--- src/rtl/risc4bit_pkg.sv ---
// Shared definitions for the 4-bit RISC instruction-memory path: default widths,
// fetch FSM state encoding and derived memory depth.
`default_nettype none

package risc4bit_pkg;

  localparam int DEF_ADDR_W = 4;
  localparam int DEF_DATA_W = 8;
  localparam int MEM_DEPTH  = 2 ** DEF_ADDR_W;

  typedef enum logic [1:0] {
    IDLE = 2'd0,
    WAIT = 2'd1,
    RESP = 2'd2
  } fetch_state_e;

endpackage : risc4bit_pkg

`default_nettype wire

--- src/rtl/imem_fetch_responder_if.sv ---
// Fetch and program-load bus between the CPU/boot side (master) and the
// instruction-memory responder (slave).
`default_nettype none

interface imem_fetch_responder_if #(
  parameter int ADDR_W = risc4bit_pkg::DEF_ADDR_W,
  parameter int DATA_W = risc4bit_pkg::DEF_DATA_W
);

  logic              fetch_req;
  logic [ADDR_W-1:0] fetch_addr;
  logic              fetch_ready;
  logic              fetch_valid;
  logic [DATA_W-1:0] fetch_data;
  logic              load_start;
  logic              load_en;
  logic [DATA_W-1:0] load_data;
  logic              load_done;

  modport master (
    output fetch_req,
    output fetch_addr,
    input  fetch_ready,
    input  fetch_valid,
    input  fetch_data,
    output load_start,
    output load_en,
    output load_data,
    input  load_done
  );

  modport slave (
    input  fetch_req,
    input  fetch_addr,
    output fetch_ready,
    output fetch_valid,
    output fetch_data,
    input  load_start,
    input  load_en,
    input  load_data,
    output load_done
  );

endinterface : imem_fetch_responder_if

`default_nettype wire

--- src/rtl/imem_array.sv ---
// Program store: one write port, one read port that captures a word into a
// register when enabled; asynchronous active-low reset clears every word.
`default_nettype none

module imem_array #(
  parameter int ADDR_W = risc4bit_pkg::DEF_ADDR_W,
  parameter int DATA_W = risc4bit_pkg::DEF_DATA_W
) (
  input  logic              clk,
  input  logic              rst,
  input  logic              we_i,
  input  logic [ADDR_W-1:0] waddr_i,
  input  logic [DATA_W-1:0] wdata_i,
  input  logic              re_i,
  input  logic [ADDR_W-1:0] raddr_i,
  output logic [DATA_W-1:0] rdata_o
);

  localparam int DEPTH = 2 ** ADDR_W;

  logic [DATA_W-1:0] mem_q [DEPTH];
  logic [DATA_W-1:0] rdata_q;

  // Read samples pre-write contents when both ports hit the same word on one edge.
  always_ff @(posedge clk or negedge rst) begin
    if (!rst) begin
      for (int i = 0; i < DEPTH; i++) begin
        mem_q[i] <= '0;
      end
      rdata_q <= '0;
    end else begin
      if (we_i) begin
        mem_q[waddr_i] <= wdata_i;
      end
      if (re_i) begin
        rdata_q <= mem_q[raddr_i];
      end
    end
  end

  assign rdata_o = rdata_q;

endmodule : imem_array

`default_nettype wire

--- src/rtl/imem_fetch_responder.sv ---
// Instruction-memory responder: accepts CPU fetches, answers after WAIT_CYCLES
// wait states, and owns the sequential program-load pointer.
`default_nettype none

module imem_fetch_responder
  import risc4bit_pkg::*;
#(
  parameter int ADDR_W      = DEF_ADDR_W,
  parameter int DATA_W      = DEF_DATA_W,
  parameter int WAIT_CYCLES = 1
) (
  input  logic                 clk,
  input  logic                 rst,
  imem_fetch_responder_if.slave bus_if
);

  localparam int                CNT_W     = 4;
  localparam bit                ZERO_WAIT = (WAIT_CYCLES == 0);
  localparam logic [CNT_W-1:0]  CNT_INIT  = ZERO_WAIT ? '0 : 4'(WAIT_CYCLES - 1);
  localparam logic [ADDR_W-1:0] LAST_ADDR = '1;

  fetch_state_e      state_q;
  logic [CNT_W-1:0]  cnt_q;
  logic [ADDR_W-1:0] addr_q;
  logic              valid_q;

  logic [ADDR_W-1:0] ptr_q;
  logic [ADDR_W-1:0] ptr_d;
  logic              load_done_q;
  logic              load_done_d;

  logic              ready;
  logic              accept;
  logic              rd_en;
  logic [ADDR_W-1:0] rd_addr;
  logic [DATA_W-1:0] rd_data;
  logic              we;

  // Loading owns the cycle in IDLE, so a fetch waits until the load port is quiet.
  always_comb begin
    ready   = rst && (state_q == IDLE) && !bus_if.load_en && !bus_if.load_start;
    accept  = ready && bus_if.fetch_req;
    rd_en   = ((state_q == WAIT) && (cnt_q == '0)) || (accept && ZERO_WAIT);
    rd_addr = (state_q == IDLE) ? bus_if.fetch_addr : addr_q;
    we      = bus_if.load_en && !bus_if.load_start;
  end

  always_comb begin
    ptr_d       = ptr_q;
    load_done_d = 1'b0;
    if (bus_if.load_start) begin
      ptr_d = '0;
    end else if (bus_if.load_en) begin
      ptr_d       = ptr_q + 1'b1;
      load_done_d = (ptr_q == LAST_ADDR);
    end
  end

  always_ff @(posedge clk or negedge rst) begin
    if (!rst) begin
      state_q <= IDLE;
      cnt_q   <= '0;
      addr_q  <= '0;
      valid_q <= 1'b0;
    end else begin
      valid_q <= 1'b0;
      case (state_q)
        IDLE: begin
          if (accept) begin
            addr_q <= bus_if.fetch_addr;
            if (ZERO_WAIT) begin
              state_q <= RESP;
              valid_q <= 1'b1;
            end else begin
              state_q <= WAIT;
              cnt_q   <= CNT_INIT;
            end
          end
        end
        WAIT: begin
          if (cnt_q == '0) begin
            state_q <= RESP;
            valid_q <= 1'b1;
          end else begin
            cnt_q <= cnt_q - 1'b1;
          end
        end
        RESP: begin
          state_q <= IDLE;
        end
        default: begin
          state_q <= IDLE;
        end
      endcase
    end
  end

  always_ff @(posedge clk or negedge rst) begin
    if (!rst) begin
      ptr_q       <= '0;
      load_done_q <= 1'b0;
    end else begin
      ptr_q       <= ptr_d;
      load_done_q <= load_done_d;
    end
  end

  imem_array #(
    .ADDR_W (ADDR_W),
    .DATA_W (DATA_W)
  ) u_imem_array (
    .clk     (clk),
    .rst     (rst),
    .we_i    (we),
    .waddr_i (ptr_q),
    .wdata_i (bus_if.load_data),
    .re_i    (rd_en),
    .raddr_i (rd_addr),
    .rdata_o (rd_data)
  );

  assign bus_if.fetch_ready = ready;
  assign bus_if.fetch_valid = valid_q;
  assign bus_if.fetch_data  = rd_data;
  assign bus_if.load_done   = load_done_q;

endmodule : imem_fetch_responder

`default_nettype wire

--- src/flat_wrapper.sv ---
// flat-port wrapper written by rule: the top's interface ports become plain ports
module imem_fetch_responder_flat import risc4bit_pkg::*;
#(
  parameter int ADDR_W      = DEF_ADDR_W,
  parameter int DATA_W      = DEF_DATA_W,
  parameter int WAIT_CYCLES = 1
)
  (clk, rst, bus_if_fetch_req, bus_if_fetch_addr, bus_if_fetch_ready, bus_if_fetch_valid, bus_if_fetch_data, bus_if_load_start, bus_if_load_en, bus_if_load_data, bus_if_load_done);
  imem_fetch_responder_if #(.ADDR_W(ADDR_W), .DATA_W(DATA_W)) bus_if_i ();
  input  logic clk;
  input  logic rst;
  input wire logic [$bits(bus_if_i.fetch_req)-1:0] bus_if_fetch_req;
  input wire logic [$bits(bus_if_i.fetch_addr)-1:0] bus_if_fetch_addr;
  output wire logic [$bits(bus_if_i.fetch_ready)-1:0] bus_if_fetch_ready;
  output wire logic [$bits(bus_if_i.fetch_valid)-1:0] bus_if_fetch_valid;
  output wire logic [$bits(bus_if_i.fetch_data)-1:0] bus_if_fetch_data;
  input wire logic [$bits(bus_if_i.load_start)-1:0] bus_if_load_start;
  input wire logic [$bits(bus_if_i.load_en)-1:0] bus_if_load_en;
  input wire logic [$bits(bus_if_i.load_data)-1:0] bus_if_load_data;
  output wire logic [$bits(bus_if_i.load_done)-1:0] bus_if_load_done;
  assign bus_if_i.fetch_req = bus_if_fetch_req;
  assign bus_if_i.fetch_addr = bus_if_fetch_addr;
  assign bus_if_fetch_ready = bus_if_i.fetch_ready;
  assign bus_if_fetch_valid = bus_if_i.fetch_valid;
  assign bus_if_fetch_data = bus_if_i.fetch_data;
  assign bus_if_i.load_start = bus_if_load_start;
  assign bus_if_i.load_en = bus_if_load_en;
  assign bus_if_i.load_data = bus_if_load_data;
  assign bus_if_load_done = bus_if_i.load_done;
  imem_fetch_responder #(.ADDR_W(ADDR_W), .DATA_W(DATA_W), .WAIT_CYCLES(WAIT_CYCLES)) u_core (.clk(clk), .rst(rst), .bus_if(bus_if_i));
endmodule
--- config.mk ---
export PLATFORM = sky130hd
export DESIGN_NAME = imem_fetch_responder_flat
export DESIGN_NICKNAME = d
export VERILOG_FILES = /design/src/rtl/risc4bit_pkg.sv /design/src/rtl/imem_fetch_responder_if.sv /design/src/rtl/imem_array.sv /design/src/rtl/imem_fetch_responder.sv /design/src/flat_wrapper.sv
export SDC_FILE = /design/constraint.sdc
export NUM_CORES = 1
export LEC_CHECK = 0
export ABC_AREA = 1
export CAP_MARGIN = 30
export CORE_MARGIN = 4
export CORE_UTILIZATION = 49
export DETAILED_ROUTE_END_ITERATION = 10
export PLACE_DENSITY = 0.64
export SLEW_MARGIN = 5
export SYNTH_ARGS = -nofsm -noshare
export SYNTH_HDL_FRONTEND = slang
export SYNTH_HIERARCHICAL = 1
export SYNTH_SLANG_ARGS = --single-unit
--- constraint.sdc ---
create_clock -name clk -period 4 [get_ports clk]
set_clock_uncertainty 0.15 [all_clocks]
set_input_delay 0.8 -clock clk [delete_from_list [all_inputs] [get_ports clk]]
set_output_delay 0.8 -clock clk [all_outputs]
set_load 0.02 [all_outputs]
## Word-level counts from Yosys, hierarchy flattened

Cells that the tools add are included.

| storage, ports and cells | value |
|---|---|
| bits in registers | 152 |
| latch bits | 0 |
| bits in writable memories | 0 |
| bits in read-only memories | 0 |
| bits of input ports | 17 |
| logic and storage cells | 70 |
| memories kept | 0 |

| operators by class | value |
|---|---|
| $add $sub $neg | 2 |
| multiply operators | 0 |
| div/mod/pow operators | 0 |
| order comparisons | 3 |
| equal/unequal tests | 5 |
| shift-type cells | 0 |
| multiplexer cells | 19 |
| bitwise logic cells | 2 |
| reductions and logical operators | 16 |

Operators with widths:

| cell | count |
|---|---|
| bitwise mux 128 bit | 1 |
| binary-select mux 8 bit (select 4 bit) | 1 |
| demux 8 bit (select 4 bit) | 1 |
| two-way mux 8 bit | 3 |
| two-way mux 4 bit | 5 |
| greater-or-equal comparator 5 bit (second input constant) | 2 |
| NOT 4 -> 5 bit | 2 |
| one-hot mux 4 bit (2 select lines) | 1 |
| logical AND 1 bit | 7 |
| less-than comparator 5 x 1 -> 1 bit (second input constant) | 1 |
| adder 4 x 1 -> 4 bit (second input constant) | 1 |
| equality test 4 bit (second input constant) | 1 |
| zero test 4 bit | 1 |
| two-way mux 1 bit | 4 |
| two-way mux 2 bit | 2 |
| inequality test 2 bit (second input constant) | 2 |
| one-hot mux 2 bit (2 select lines) | 1 |
| AND reduction 2 bit | 2 |
| nonzero test 2 bit | 2 |
| subtractor 4 x 1 -> 4 bit (second input constant) | 1 |
| AND reduction 3 bit | 1 |
| equality test 2 x 1 -> 1 bit (second input constant) | 1 |
| zero test 1 bit | 2 |
| zero test 2 bit | 1 |
| inequality test 2 x 1 -> 1 bit (second input constant) | 1 |

## Logic depth before layout (Yosys ltp)

Gate-level depths: netlist (run 1).

| logic depth | value |
|---|---|
| depth in word-level cells | 7 |
| mapped depth | 14 |
| mapped depth without buffers | 13 |

## Hierarchy

The synthesis (run 1) kept the hierarchy.

By module, submodules not included:

| module | instances | cells an instance | area each (um^2) | seq. area each (um^2) |
|---|---|---|---|---|
| imem_array | 1 | 771 | 6159.7 | 3403.3 |
| imem_fetch_responder | 1 | 97 | 828.3 | 400.4 |

## Worst setup path before layout (run 1)

No wires, ideal clock.

| timing path | value |
|---|---|
| path type | in2out |
| from | input bus_if_load_start |
| to | output bus_if_fetch_ready |
| arrival | 1290 ps |
| data required time | 3050 ps |
| slack | 1760 ps |
| cell stages on the path | 3 |
| path buffers | 0 |
| path through | nor2_4 > nand2_1 > nor2_1 |

| on the way | value |
|---|---|
| cells in the longest elaborated chain, start to end | 2 |

Ends and longest elaborated chain:

| element | line | RTL |
|---|---|---|
| start: declaration | flat_wrapper.sv:17 | `input wire logic [$bits(bus_if_i.load_start)-1:0] bus_if_load_start;` |
| zero test 1 bit | imem_fetch_responder.sv:41 | `ready = rst && (state_q == IDLE) && !bus_if.load_en && !bus_if.load_start;` |
| logical AND 1 bit | imem_fetch_responder.sv:41 |  |
| end: declaration | flat_wrapper.sv:14 | `output wire logic [$bits(bus_if_i.fetch_ready)-1:0] bus_if_fetch_ready;` |

Every way passes these cells.

## Final worst setup path (run 1)

Same ends and word-level chain as after synthesis.

==> results.sh, run 1 <==
export IMPL_status="complete, no violations"
export IMPL_fill_cells=1272
export IMPL_vdd_drop_max_v=0.000297
export IMPL_dieArea_um2=16200
export IMPL_path_max_fanout=5
export IMPL_die_y_um=127
export IMPL_place_area_um2=7330
export IMPL_yosys_warnings=6
export IMPL_rows=43
export IMPL_cts_tree="done"
export IMPL_wire_per_inst_um=16.6
export IMPL_p_sw_uw=1370
export IMPL_drive_above_1_share_pct=5.99
export IMPL_wl_met1_um=7870
export IMPL_worstSetupPathType="in2out"
export IMPL_overflow=0
export IMPL_setup_worst_path_start_class="input pin"
export IMPL_ys_seq_elements=152
export IMPL_ys_seq_area_share_pct=54.4
export IMPL_place_gp_congestion=0.846
export IMPL_fin_crit_ns=3.23
export IMPL_utilization_pct=56.7
export IMPL_first_iter_violations=534
export IMPL_top_layer="met4"
export IMPL_comb_power_share_pct=24.1
export IMPL_crit_path_frequent_cell="clkdlybuf4s50_1"
export IMPL_diodes=0
export IMPL_max_cap_viol_count=0
export IMPL_synth_area_per_cell_um2=8.05
export IMPL_grt_max_degree=74
export IMPL_whs_ns=0.102
export IMPL_synth_fa_ha_area_share_pct=0.537
export IMPL_grt_pass1_vias=5761
export IMPL_clk_path_buf_depth=2
export IMPL_setup_viol=0
export IMPL_avgViaCountPerCell=5.44
export IMPL_dr_total_vias=5797
export IMPL_finalHoldViolations=0
export IMPL_endpoint_kind="output port"
export IMPL_area_growth_pct=13.1
export IMPL_synth_simple_area_share_pct=29.6
export IMPL_cpPeakStageDelay_ns=0.61
export IMPL_intPower_uw=2980
export IMPL_worstPathCellList="clkdlybuf4s50_1 -> nor2_4 -> nand2_1 -> nor2_1 -> clkdlybuf4s50_1"
export IMPL_ctsResizeCount=0
export IMPL_synth_compound_area_share_pct=10.2
export IMPL_clk_pin_slew_ns=0.06
export IMPL_antenna_found_initial=0
export IMPL_fmax_mhz=309
export IMPL_clock_sinks=152
export IMPL_dp_cells=1034
export IMPL_first_pass_iters=5
export IMPL_synth_top_family_by_area="simple AND/OR/NAND/NOR gates"
export IMPL_dp_hpwl_um=11000
export IMPL_finalNetCount=894
export IMPL_synth_distinct_cells=27
export IMPL_pin_count=28
export IMPL_wl_met2_um=8390
export IMPL_rsz0062_at_grt="no"
export IMPL_wl_met3_um=1030
export IMPL_regArea_um2=3800
export IMPL_netlist_area_um2=6990
export IMPL_wl_um=17700
export IMPL_multi_input_comb_area_um2=2840
export IMPL_power_leakage_uw=0.00374
export IMPL_cts_inserted_buffers=17
export IMPL_drcViolationCount=0
export IMPL_maxSlewHeadroom_pct=51.4
export IMPL_critPathTopFamily="buffers and inverters"
export IMPL_cts_htree_levels=4
export IMPL_critPathRequiredTime_ns=3.05
export IMPL_start_util_pct=50.1
export IMPL_sequentialPowerShare_pct=41.7
export IMPL_tightest_slew_ns=0.729
export IMPL_synth_mux_area_share_pct=0
export IMPL_fp_dieW_um=127
export IMPL_fin_area_um2=7900
export IMPL_ctsRootBufferMaster="clkbuf_16"
export IMPL_critPathSlowestCell="clkdlybuf4s50_1"
export IMPL_power_density_nw_per_um2=550
export IMPL_synthXorXnorAreaFrac_pct=0.125
export IMPL_clockPowerShare_pct=34.2
export IMPL_hold_class="in2async"
export IMPL_io_buffers=27
export IMPL_ctsHoldBuffers=0
export IMPL_grt_pass1_wl_um=29400
export IMPL_fin_cells=1065
export IMPL_setup_tns_ns=0
export IMPL_timing_final_crit_share_pct=80.8
export IMPL_crit_buf_inv=2
export IMPL_crit_arrival_ns=2.28
export IMPL_slew_viol_final=0
export IMPL_insertion_delay_ns=0.42
export IMPL_p_sw_share_pct=31.6
export IMPL_post_cts_buffers=0
export IMPL_coreArea_um2=13900
export IMPL_syn_inst=868
export IMPL_syn_nets=888
export IMPL_globalRouteTotalUtil_pct=23.1
export IMPL_drtAntennaViolNets=0
## state kept, by name (all words and copies together), names as in the netlist
name and cells:
u_core/u_imem_array/mem_q 128, u_core/u_imem_array/rdata_o 8, u_core/addr_q 4, u_core/cnt_q 4, u_core/ptr_q 4, u_core/state_q 2, u_core/bus_if.fetch_valid 1, u_core/bus_if.load_done 1
## synth_stat cells, drive strengths merged
cell type,count,area share (%)
buf,27,2.1
nor3b,1,0.11
xnor2,1,0.13
a22o,1,0.13
nor3,2,0.47
inv,32,1.7
nor2,52,3.0
nand4,3,0.48
clkbuf,23,1.2
nand3,107,7.9
ha,3,0.54
nand2,324,17
or2,1,0.090
a21oi,32,2.3
nand3b,1,0.16
dfrtp,152,54
o21ai,106,7.8
## final timing paths
path                                   start                              to  slack, ns  depth (start not counted)
max                        bus_if_load_start              bus_if_fetch_ready       0.77                          5
min                                      rst                u_core/addr_q[2]       0.10                          1
max reg2reg                u_core/state_q[0]  u_core/u_imem_array/rdata_o[5]       1.22                         14
min reg2reg                 u_core/addr_q[0]                u_core/addr_q[0]       0.33                          2
max in group asynchronous                rst   u_core/u_imem_array/mem_q[16]       2.65                          2
min in group clk            u_core/addr_q[0]                u_core/addr_q[0]       0.33                          2
## cell usage in the layout, fill, tap and decap left out, types with 3 or more instances in the layout
| master | count |
|---|---|
| a21oi_1 | 32 |
| buf_4 | 9 |
| clkbuf_1 | 6 |
| clkbuf_16 | 17 |
| clkbuf_8 | 4 |
| clkdlybuf4s50_1 | 26 |
| dfrtp_1 | 152 |
| ha_1 | 3 |
| inv_1 | 31 |
| nand2_1 | 323 |
| nand3_1 | 104 |
| nand3_2 | 3 |
| nor2_1 | 49 |
| o21ai_0 | 99 |
| o21ai_2 | 5 |
## per-layer routing
layer / GRT usage, % / up-vias
met5: 0 / -
met1: 31.4 / 2787
met3: 4.77 / 30
li1: - / 2816
met4: 9.15 / 0
met2: 36.5 / 164
## stage by stage
step	power (uW)	worst slack, ns
floorplan	2510	1.76
global placement	2840	0.804
detailed placement	2880	0.737
CTS	4380	0.758
global route	4580	0.709
finish	4350	0.769
## final cells by class
type	instances	share of cell area, %
clock buffers	27	6.36
clock inverters	3	0.507
inverters	32	1.52
multi-input cells	634	36.0
flip-flops and latches	152	48.1
well taps	180	2.85
repair buffers	37	4.64
## cell families after synthesis
group / after synthesis
adders and majority gates: 3
and+or+nand+nor: 491
AOI/OAI and AO/OA: 139
xor gates and xnor gates: 1
DFF: 152
buffers and inverters: 82
## power by group through the flow
stage,clock [uW],sequential [uW],combinational (uW)
after floorplan,0,1860,647
after global placement,0,1830,1010
after global routing,1580,1830,1160
after detailed placement,0,1840,1040
final,1490,1810,1050
after CTS,1520,1810,1050
No activity file was read; power rests on OpenSTA's default activity.
==> run 2: changes to the inputs <==
PLACE_DENSITY = 0.67   (was 0.64)
clock period = 2.61 ns   (was 4 ns; I/O delays follow)
==> results.sh, run 2 (same netlist as run 1, synthesis figures left out) <==
export IMPL_finalNetCount=916
export IMPL_cts_htree_levels=4
export IMPL_vdd_drop_max_v=0.000471
export IMPL_crit_arrival_ns=2.46
export IMPL_multi_input_comb_area_um2=2850
export IMPL_ctsResizeCount=2
export IMPL_max_cap_viol_count=0
export IMPL_tightest_slew_ns=0.860
export IMPL_worstPathCellList="nor2_2 -> inv_2 -> nand2_1 -> o21ai_4 -> inv_2 -> buf_12 -> nand2_1 -> nand3_1 -> nand3_1 -> nand2_1 -> nand2_1 -> nand2_1 -> nand2_1 -> nand2_1"
export IMPL_clk_path_buf_depth=2
export IMPL_regArea_um2=3800
export IMPL_largest_reg_flops=128
export IMPL_dieArea_um2=16200
export IMPL_drive_above_1_share_pct=9.24
export IMPL_finalPower_uw=6880
export IMPL_pin_count=28
export IMPL_endpoint_kind="register"
export IMPL_met2_usage_pct=34.9
export IMPL_setup_viol=0
export IMPL_rows=43
export IMPL_setup_worst_path_start_class="register"
export IMPL_power_leakage_uw=0.00388
export IMPL_fp_dieW_um=127
export IMPL_first_iter_violations=478
export IMPL_clock_sinks=152
export IMPL_dr_total_vias=5868
export IMPL_hold_class="in2async"
export IMPL_final_common_cell="nand2_1"
export IMPL_timing_final_crit_share_pct=86.0
export IMPL_post_cts_buffers=0
export IMPL_use_met3_pct=5.31
export IMPL_area_growth_pct=17.0
export IMPL_r2r_slack_ns=0.36
export IMPL_overflow=0
export IMPL_io_buffers=27
export IMPL_cts_tree="done"
export IMPL_status="complete, no violations"
export IMPL_first_pass_iters=5
export IMPL_finalHoldViolations=0
export IMPL_drtAntennaViolNets=0
export IMPL_cpPeakStageDelay_ns=0.38
export IMPL_place_gp_congestion=0.921
export IMPL_fill_cells=1235
export IMPL_critPathRequiredTime_ns=2.82
export IMPL_crit_path_frequent_cell="nand2_1"
export IMPL_drcViolationCount=0
export IMPL_grt_max_degree=154
export IMPL_top_register="u_core/u_imem_array/mem_q"
export IMPL_diodes=0
export IMPL_rsz0062_at_grt="no"
export IMPL_dp_hpwl_um=11100
export IMPL_slew_viol_final=0
export IMPL_start_util_pct=50.1
export IMPL_wire_per_inst_um=16.0
export IMPL_power_density_nw_per_um2=841
export IMPL_avgViaCountPerCell=5.39
export IMPL_critPathSlowestCell="dfrtp_1"
export IMPL_clk_pin_slew_ns=0.06
export IMPL_grt_pass1_vias=5576
export IMPL_fin_crit_ns=2.25
export IMPL_setup_tns_ns=0
export IMPL_ctsHoldBuffers=0
export IMPL_antenna_found_initial=0
export IMPL_final_cell_mix="nand2_1, dfrtp_1, nand3_1"
export IMPL_globalRouteTotalUtil_pct=22.6
export IMPL_cts_inserted_buffers=17
export IMPL_insertion_delay_ns=0.43
export IMPL_path_max_fanout=64
export IMPL_worstSetupPathType="reg2reg"
export IMPL_grt_met1_usage_pct=31.6
export IMPL_ctsRootBufferMaster="clkbuf_16"
export IMPL_fmax_mhz=445
export IMPL_maxSlewHeadroom_pct=42.7
export IMPL_wl_um=17400
export IMPL_grt_pass1_wl_um=28700
export IMPL_coreArea_um2=13900
export IMPL_die_y_um=127
export IMPL_top_usage_layer="met2"
==> run 2: worst max-delay path, delay by kind of cell (launching register included) <==
family	cells	cell delay, ns
compound gates	1	0.09
buf+inv	3	0.48
flops	1	0.38
simple gates	10	1.04
==> run 2: worst paths after layout <==
path,start,end,cells after the start
max,u_core/state_q[0],u_core/u_imem_array/rdata_o[7],14
min,rst,u_core/cnt_q[2],2
max reg2reg,u_core/state_q[0],u_core/u_imem_array/rdata_o[7],14
min reg2reg,u_core/u_imem_array/rdata_o[3],u_core/u_imem_array/rdata_o[3],2
max in group asynchronous,rst,u_core/u_imem_array/mem_q[53],2
min in group clk,u_core/u_imem_array/rdata_o[3],u_core/u_imem_array/rdata_o[3],2
==> run 2: final cells by class <==
type | instances | share of cell area, %
flip-flops and latches | 152 | 46.5
inverters | 32 | 1.47
multi-input cells | 634 | 34.8
well taps | 180 | 2.75
repair buffers | 59 | 7.21
clock inverters | 11 | 1.50
clock buffers | 21 | 5.75
==> run 2: report_power, final <==
part	switching [uW]	internal [uW]
clock network	959	1480
logic	1080	571
registers	157	2630
total	2200	4680
==> run 2: metrics by stage <==
| step | utilization, % | instances | hold slack, ns | setup WS (ns) | area, um2 |
|---|---|---|---|---|---|
| final | 58.7 | 1089 | 0.0566 | 0.364 | 8180 |
| after global routing | 58.7 | 1089 | 0.168 | 0.144 | 8180 |
| after CTS | 58.7 | 1089 | 0.123 | 0.0297 | 8180 |
| after detailed placement | 54.4 | 1057 | 0.317 | 0.0197 | 7580 |
| after global placement | 54.4 | 1057 | 0.313 | 0.0347 | 7580 |
| after floorplan | - | 868 | 0.0764 | 0.602 | 6990 |
==> run 2: layer usage <==
layer  part of all wire (%)  wire (um)  vias to the layer above
li1                       -          -                     2868
met1                     46       7940                     2789
met2                     46       8090                      186
met3                    6.5       1130                       25
met4                    1.6        285                        0
met5                      0          0                        -
==> run 3: changes to the inputs <==
CORE_UTILIZATION = 40   (was 49)
==> results.sh, run 3 (same netlist as run 1, synthesis figures left out) <==
export IMPL_worstPathCellList="nor2_2 -> inv_2 -> nand2_1 -> o21ai_4 -> inv_2 -> buf_12 -> nand2_1 -> nand3_1 -> nand3_1 -> nand2_1 -> nand2_1 -> nand2_1 -> nand2_1 -> nand2_1"
export IMPL_r2r_slack_ns=0.38
export IMPL_r2r_end="u_core/u_imem_array/rdata_o[6]"
export IMPL_overflow=0
export IMPL_sequentialPowerShare_pct=39.9
export IMPL_dr_total_vias=5900
export IMPL_maxSlewHeadroom_pct=42.9
export IMPL_startpoint="u_core/state_q[0]"
export IMPL_clock_sinks=152
export IMPL_first_iter_violations=535
export IMPL_grt_pass1_wl_um=30000
export IMPL_crit_buf_inv=3
export IMPL_ctsHoldBuffers=0
export IMPL_ctsRootBufferMaster="clkbuf_16"
export IMPL_hold_class="in2async"
export IMPL_fin_cells=1138
export IMPL_grt_max_degree=154
export IMPL_power_density_nw_per_um2=839
export IMPL_coreArea_um2=17200
export IMPL_clockPowerShare_pct=35.4
export IMPL_cts_inserted_buffers=17
export IMPL_critPathSlowestCell="dfrtp_1"
export IMPL_rows=48
export IMPL_grt_pass1_vias=5678
export IMPL_finalNetCount=920
export IMPL_pin_count=28
export IMPL_endpoint_kind="register"
export IMPL_wire_per_inst_um=15.8
export IMPL_io_buffers=27
export IMPL_drtAntennaViolNets=0
export IMPL_insertion_delay_ns=0.43
export IMPL_cts_tree="done"
export IMPL_tightest_slew_ns=0.856
export IMPL_crit_arrival_ns=2.44
export IMPL_drcViolationCount=0
export IMPL_finalPower_uw=6970
export IMPL_die_y_um=140
export IMPL_place_gp_congestion=0.811
export IMPL_cpPeakStageDelay_ns=0.39
export IMPL_drive_above_1_share_pct=9.75
export IMPL_final_common_cell="nand2_1"
export IMPL_dp_hpwl_um=11000
export IMPL_worstSetupPathType="reg2reg"
export IMPL_rsz0062_at_grt="no"
export IMPL_status="complete, no violations"
export IMPL_path_depth=14
export IMPL_avgViaCountPerCell=5.18
export IMPL_antenna_found_initial=0
export IMPL_post_cts_buffers=0
export IMPL_finalHoldViolations=0
export IMPL_setup_worst_path_start_class="register"
export IMPL_power_leakage_uw=0.00393
export IMPL_clk_pin_slew_ns=0.06
export IMPL_p_sw_uw=2220
export IMPL_dp_cells=1106
export IMPL_setup_tns_ns=0
export IMPL_final_cell_mix="nand2_1, dfrtp_1, nand3_1"
export IMPL_crit_path_frequent_cell="nand2_1"
export IMPL_reg2reg_depth=14
export IMPL_start_util_pct=40.5
export IMPL_wl_um=18000
export IMPL_fp_dieW_um=140
export IMPL_path_max_fanout=48
export IMPL_area_growth_pct=18.9
export IMPL_diodes=0
export IMPL_p_sw_share_pct=31.9
export IMPL_r2r_start="u_core/state_q[0]"
export IMPL_fmax_mhz=449
export IMPL_critPathTopFamily="simple AND/OR/NAND/NOR gates"
export IMPL_first_pass_iters=5
export IMPL_comb_power_share_pct=24.7
export IMPL_setup_viol=0
export IMPL_globalRouteTotalUtil_pct=19.4
export IMPL_top_register="u_core/u_imem_array/mem_q"
export IMPL_largest_reg_flops=128
export IMPL_dieArea_um2=19600
export IMPL_intPower_uw=4750
export IMPL_slew_viol_final=0
export IMPL_critPathRequiredTime_ns=2.82
export IMPL_timing_final_crit_share_pct=85.4
export IMPL_vdd_drop_max_v=0.000504
export IMPL_max_cap_viol_count=0
export IMPL_clk_path_buf_depth=2
export IMPL_fin_crit_ns=2.23
export IMPL_cts_htree_levels=4
==> run 3: what timing repair did <==
item	CTS	global route
gates resized for setup	2	1
pin swaps	0	0
endpoints found under the setup margin	1	1
==> run 3: power by group through the flow <==
stage	sequential, uW	clock [uW]	combinational [uW]
floorplan	2850	0	992
global placement	2810	0	1670
detailed placement	2820	0	1710
CTS	2780	2510	1720
global route	2820	2630	1920
finish	2780	2470	1720
==> run 3: final cells by class <==
| cell class | instances | area, um2 |
|---|---|---|
| inverters | 32 | 120 |
| flip-flops and latches | 152 | 3800 |
| fillers | 1703 | 8930 |
| multi-input cells | 634 | 2850 |
| repair buffers | 63 | 657 |
| clock inverters | 11 | 120 |
| clock buffers | 21 | 480 |
| well taps | 225 | 282 |
==> run 3: worst max path at each step <==
stage                     slack [ns]                        endpoint
after floorplan                 0.60  u_core/u_imem_array/rdata_o[5]
after global placement          0.04              bus_if_fetch_ready
after detailed placement        0.01              bus_if_fetch_ready
after CTS                       0.02              bus_if_fetch_ready
after global routing            0.22  u_core/u_imem_array/rdata_o[6]
final                           0.38  u_core/u_imem_array/rdata_o[6]
==> run 3: routing by layer <==
metal	vias up	GRT usage (%)	share of wire [%]
met2	137	30.1	47
met3	14	3.58	4.2
met1	2867	27.6	48
met5	-	0	0
met4	0	6.32	1.2
li1	2882	-	-
==> run 3: metrics by stage <==
stage | worst slack (ns) | hold WS [ns] | cell area [um2] | util (%)
floorplan | 0.602 | 0.0764 | 6990 | -
detailed placement | 0.0133 | 0.318 | 7700 | 44.7
global route | 0.219 | 0.124 | 8310 | 48.2
CTS | 0.0159 | 0.135 | 8310 | 48.2
global placement | 0.0379 | 0.311 | 7700 | 44.7
finish | 0.380 | 0.0529 | 8310 | 48.2
==> variant 1: new RTL, flow settings as in run 1 <==
Encoding of `fetch_state_e`: now one-hot (3 bits for 3 states).
--- a/src/rtl/risc4bit_pkg.sv
+++ b/src/rtl/risc4bit_pkg.sv
@@ -10,6 +10,6 @@
 
-  typedef enum logic [1:0] {
-    IDLE = 2'd0,
-    WAIT = 2'd1,
-    RESP = 2'd2
+  typedef enum logic [2:0] {
+    IDLE = 3'b001,
+    WAIT = 3'b010,
+    RESP = 3'b100
   } fetch_state_e;
Formal check against the unedited RTL: same outputs for any inputs over 4 cycles, from zero or initial values and one cycle with rst low; so few cycles prove little.
==> variant 1 against run 1 <==
  * Via count is 2.3% higher
  * Synthesized area up 0.75%
  * Wire length fell by 0.63%
  * Final area increased by 1.7%
  * First-iteration DRC count rose by 7.3%
  * Total power increased by 8.9%
  * Combinational power up 27%
  * Maximum frequency increased by 2.5%
  * Sequential cell count rose by 1
  * Critical path depth did not move
  * Worst setup slack better by 79 ps
  * Largest power group unchanged
==> variant 1: results (changes against run 1) <==
* Drt total wl at 17.57 mm (-0.63%)
* Arrival time at the worst endpoint at 2200 ps (-80 ps)
* Count of cell types in the netlist at 30 (+11%)
* Share of the synthesized area in the top cell type at 0.5403 (-0.004063)
* Placed Area at 7417 sq um (+1.2%)
* Worst Reg-to-Reg Cells at 13 (-1)
* DRT Pass-1 Iters at 6 (+1)
* Layout cells sized above 1 at 0.07813 (+0.01824)
* Fmax achieved at 317.3 MHz (+2.5%)
* Vias in the first global route at 5814 (+0.92%)
* R2R setup slack at 1290 ps (+70 ps)
* Reg2reg end: u_core/u_imem_array/rdata_o[6]$_DFFE_PN0P_
* Max stage delay on crit path at 620 ps
* Slew @ Worst Pin at 738.3 ps (+9.733 ps)
* Syn_nets at 896 (+0.90%)
* GRT Overall Usage at 0.2325 (+0.001294)
* Worst hold margin at 121.0 ps (+18.84 ps)
* # diodes at 0 (unchanged)
* First-pass GRT wire length at 29.75 mm (+1.0%)
* Most frequent cells after synthesis: 325 x nand2_1, 152 x dfrtp_1, 105 x nand3_1
* Post-DR vias/cell at 5.510 (+1.2%)
* Delay-heaviest family, CP: buffers and inverters
* Top cells by area, synth: dfrtp_1 54%, nand2_1 17%, nand3_1 7.5%
* Gpl congestion at 0.8276 (-2.2%)
* Pre-CTS setup slack at 829.7 ps (+93.23 ps)
* Reg power frac at 0.384 (-0.033)
* Fin. max-slew vios at 0 (unchanged)
* Initial drt markers at 573 (+7.3%)
* Leakage at 3.773 nW (+0.96%)
* Status: completed
* Register area share after synthesis at 0.5440 (about the same)
* Total number of H-tree levels at 4 (unchanged)
* Final HPWL DP at 10.82 mm (-1.1%)
* Int Power at 3.117 mW (+4.7%)
* R2r startpoint: u_core/state_q[0]$_DFFE_PN1P_
[variant 1: routing by layer]
| layer | global-route usage | part of all wire | vias up |
|---|---|---|---|
| met2 | 0.3543 | 0.46 | 207 |
| met3 | 0.05042 | 0.066 | 43 |
| met1 | 0.3224 | 0.44 | 2824 |
| li1 | - | - | 2855 |
| met4 | 0.1005 | 0.030 | 0 |
| met5 | 0 | 0 | - |
[variant 1: layout make-up]
cell class	instances	area, sq um
repair buffers	37	399.1
clock buffers	20	466.7
flip-flops and latches	153	3830
inverters	36	135.1
well taps	180	225.2
clock inverters	12	123.9
multi-input cells	638	2855
fillers	1271	5953
[variant 1: how the worst max path moves through the flow]
stage,end,startpoint,depth (start not counted)
6_report,bus_if_fetch_ready,bus_if_load_en,5
4_1_cts,bus_if_fetch_ready,bus_if_load_en,5
5_1_grt,bus_if_fetch_ready,bus_if_load_en,5
2_1_floorplan,bus_if_fetch_ready,bus_if_load_start,3
3_3_place_gp,bus_if_fetch_ready,bus_if_load_en,5
3_5_place_dp,bus_if_fetch_ready,bus_if_load_en,5
[variant 1: per-stage QoR]
stage / utilization / instances
2_1_floorplan: - / 877
3_3_place_gp: 0.5283 / 1042
3_5_place_dp: 0.5302 / 1043
4_1_cts: 0.5725 / 1075
5_1_grt: 0.5744 / 1076
6_report: 0.5744 / 1076
[variant 1: logic make-up (layout without fill, tap and decap cells)]
kind of cell               count (synthesis)  after routing  synth area share
AOI/OAI and AO/OA                        141            141            0.1031
DFF                                      153            153            0.5440
and+or+nand+nor                          494            494            0.2955
xor gates and xnor gates                   1              1          0.001244
adders and majority gates                  2              2          0.003554
buffers and inverters                     86            105           0.05260
==> variant 2: new RTL, settings of run 1 <==
Without the edit above. Change the package constant `DEF_ADDR_W` from 4 to 3.
--- a/src/rtl/risc4bit_pkg.sv
+++ b/src/rtl/risc4bit_pkg.sv
@@ -6,3 +6,3 @@
 
-  localparam int DEF_ADDR_W = 4;
+  localparam int DEF_ADDR_W = 3;
   localparam int DEF_DATA_W = 8;
Interface: changed (resized bus_if_fetch_addr); port bits go from 28 to 27. No check against the original RTL was run, so the function may have changed too.
==> variant 2 against run 1 <==
  * Final area decreased by 42%
  * Largest power group unchanged
  * Maximum frequency up 0.72%
  * Worst setup slack improved by 23 ps
  * Wire length fell by 48%
  * Synthesized cell count down 40%
  * Sequential share of layout area shrank 1.5 points
  * Total power decreased by 48%
  * Count of clock-buffer cells in the layout decreased by 16
  * Largest cell class unchanged
  * Synthesized area decreased by 41%
  * Sequential cell count down 66
==> variant 2: results (changes against run 1) <==
* HP Class: in -> async
* Syn Inst Count at 523 (-40%)
* Slew @ Worst Pin at 756.6 ps (+28.03 ps)
* Count of cell types in the netlist at 24 (-11%)
* Post-synthesis adder-cell area fraction at 0.009088 (+0.003717)
* Max rail drop VDD at 0.0002129 V (-28%)
* Via count at 3282 (-43%)
* Initial drt markers at 220 (-59%)
* Latest clock arrival within the worst-skew pair at 350 ps (-70 ps)
* Placed Cells at 639 (-38%)
* Post_cts resized at 0 (unchanged)
* First-pass GRT wire length at 15.75 mm (-46%)
* Delay-heaviest family, CP: buffers and inverters
* Vias in the first global route at 3105 (-46%)
* Clock transition at the registers of the reported paths at 80 ps (+20 ps)
* Filler Cell Count at 773 (-39%)
* Largest net degree at the start of global routing at 61 (-18%)
* Register area share after synthesis at 0.5211 (-0.02326)
* # diodes at 0 (unchanged)
* Total CTS buffers at 9 (-8)
* Top cells by area, synth: dfrtp_1 52%, nand2_1 17%, o21ai_0 7.8%
* Wire per inst at 13.98 microns (-16%)
* Total number of H-tree levels at 3 (-1)
* Gpl congestion at 0.8479 (+0.20%)
* Crit-path max FO at 5 (unchanged)
* Initial antenna violation count at 0 (unchanged)
* Syn_nets at 542 (-39%)
* Final HPWL DP at 6.118 mm (-44%)
* XOR/XNOR Fraction of Synth Area at 0 (-0.001253)
* Root buf cell: clkbuf_8
* Port bufs at 26 (-3.7%)
* Arrival time at the worst endpoint at 2260 ps (-20 ps)
* Most frequent cells after synthesis: 187 x nand2_1, 86 x dfrtp_1, 71 x inv_1
* Max clock buf depth at 2 (unchanged)
* Total gr overflow at 0 (unchanged)
* Max stage delay on crit path at 600 ps
* Final nets at 564 (-37%)
* Max reg flops at 64 (-50%)
* Compound-Gate Fraction of Synth Area at 0.09543 (-0.006813)
* Int Power at 1.531 mW (-49%)
* GRT Overall Usage at 0.2019 (-0.02929)
* Leakage at 2.348 nW (-37%)
* Drt total wl at 9.157 mm (-48%)
* Status: completed
* Layout cells sized above 1 at 0.06909 (+0.009204)
==> variant 2: kinds of logic after synthesis <==
logic type	Yosys count
AND/OR/NAND/NOR	263
buffers and inverters	96
flip-flops	86
AO/OA/AOI/OAI	75
adder cells (fa/ha/maj)	3
==> variant 2: metrics by stage <==
| stage | power (mW) | area (sq um) | setup WS [ps] | util | hold WS, ps |
|---|---|---|---|---|---|
| floorplan | 1.477 | 4130 | 1759 | - | 303.0 |
| global placement | 1.675 | 4420 | 808.4 | 0.5380 | 312.4 |
| detailed placement | 1.697 | 4436 | 765.5 | 0.5398 | 321.8 |
| CTS | 2.284 | 4617 | 768.5 | 0.5619 | 209.2 |
| global route | 2.418 | 4617 | 671.0 | 0.5619 | 221.9 |
| finish | 2.264 | 4617 | 792.0 | 0.5619 | 206.4 |
==> variant 2: power groups by stage <==
stage	clock, mW	sequential (mW)	combinational (mW)
after CTS	0.600	1.09	0.590
after detailed placement	0	1.11	0.586
after global placement	0	1.10	0.571
final	0.584	1.09	0.585
after floorplan	0	1.15	0.331
after global routing	0.640	1.11	0.666
==> variant 2: worst paths after layout <==
check | slack (ps) | cells after the start | endpoint | from
min reg2reg | 340 | 2 | u_core/addr_q[0]$_DFFE_PN0P_ | u_core/addr_q[0]$_DFFE_PN0P_
max in group asynchronous | 2390 | 2 | u_core/u_imem_array/mem_q[56]$_DFFE_PN0P_ | rst
min in group clk | 340 | 2 | u_core/addr_q[0]$_DFFE_PN0P_ | u_core/addr_q[0]$_DFFE_PN0P_
max reg2reg | 1780 | 10 | u_core/u_imem_array/rdata_o[3]$_DFFE_PN0P_ | u_core/state_q[1]$_DFFE_PN0P_
min | 210 | 1 | u_core/bus_if.load_done$_DFF_PN0_ | rst
max | 790 | 5 | bus_if_fetch_ready | bus_if_load_en
==> variant 2: area by class of cell <==
type	instances	area, sq um	share of cell area
sequential	86	2152	0.4661
multi-input combinational	341	1560	0.3379
timing repair buffer	32	310.3	0.06721
inverter	75	281.5	0.06098
clock buffer	11	131.4	0.02846
tap	105	131.4	0.02846
clock inverter	5	50.05	0.01084
==> variant 2: per-layer routing <==
| layer | vias to the layer above | GRT usage | part of all wire |
|---|---|---|---|
| met4 | 0 | 0.06933 | 0.012 |
| met3 | 12 | 0.03336 | 0.047 |
| li1 | 1666 | - | - |
| met5 | - | 0 | 0 |
| met2 | 80 | 0.3089 | 0.45 |
| met1 | 1524 | 0.2929 | 0.49 |
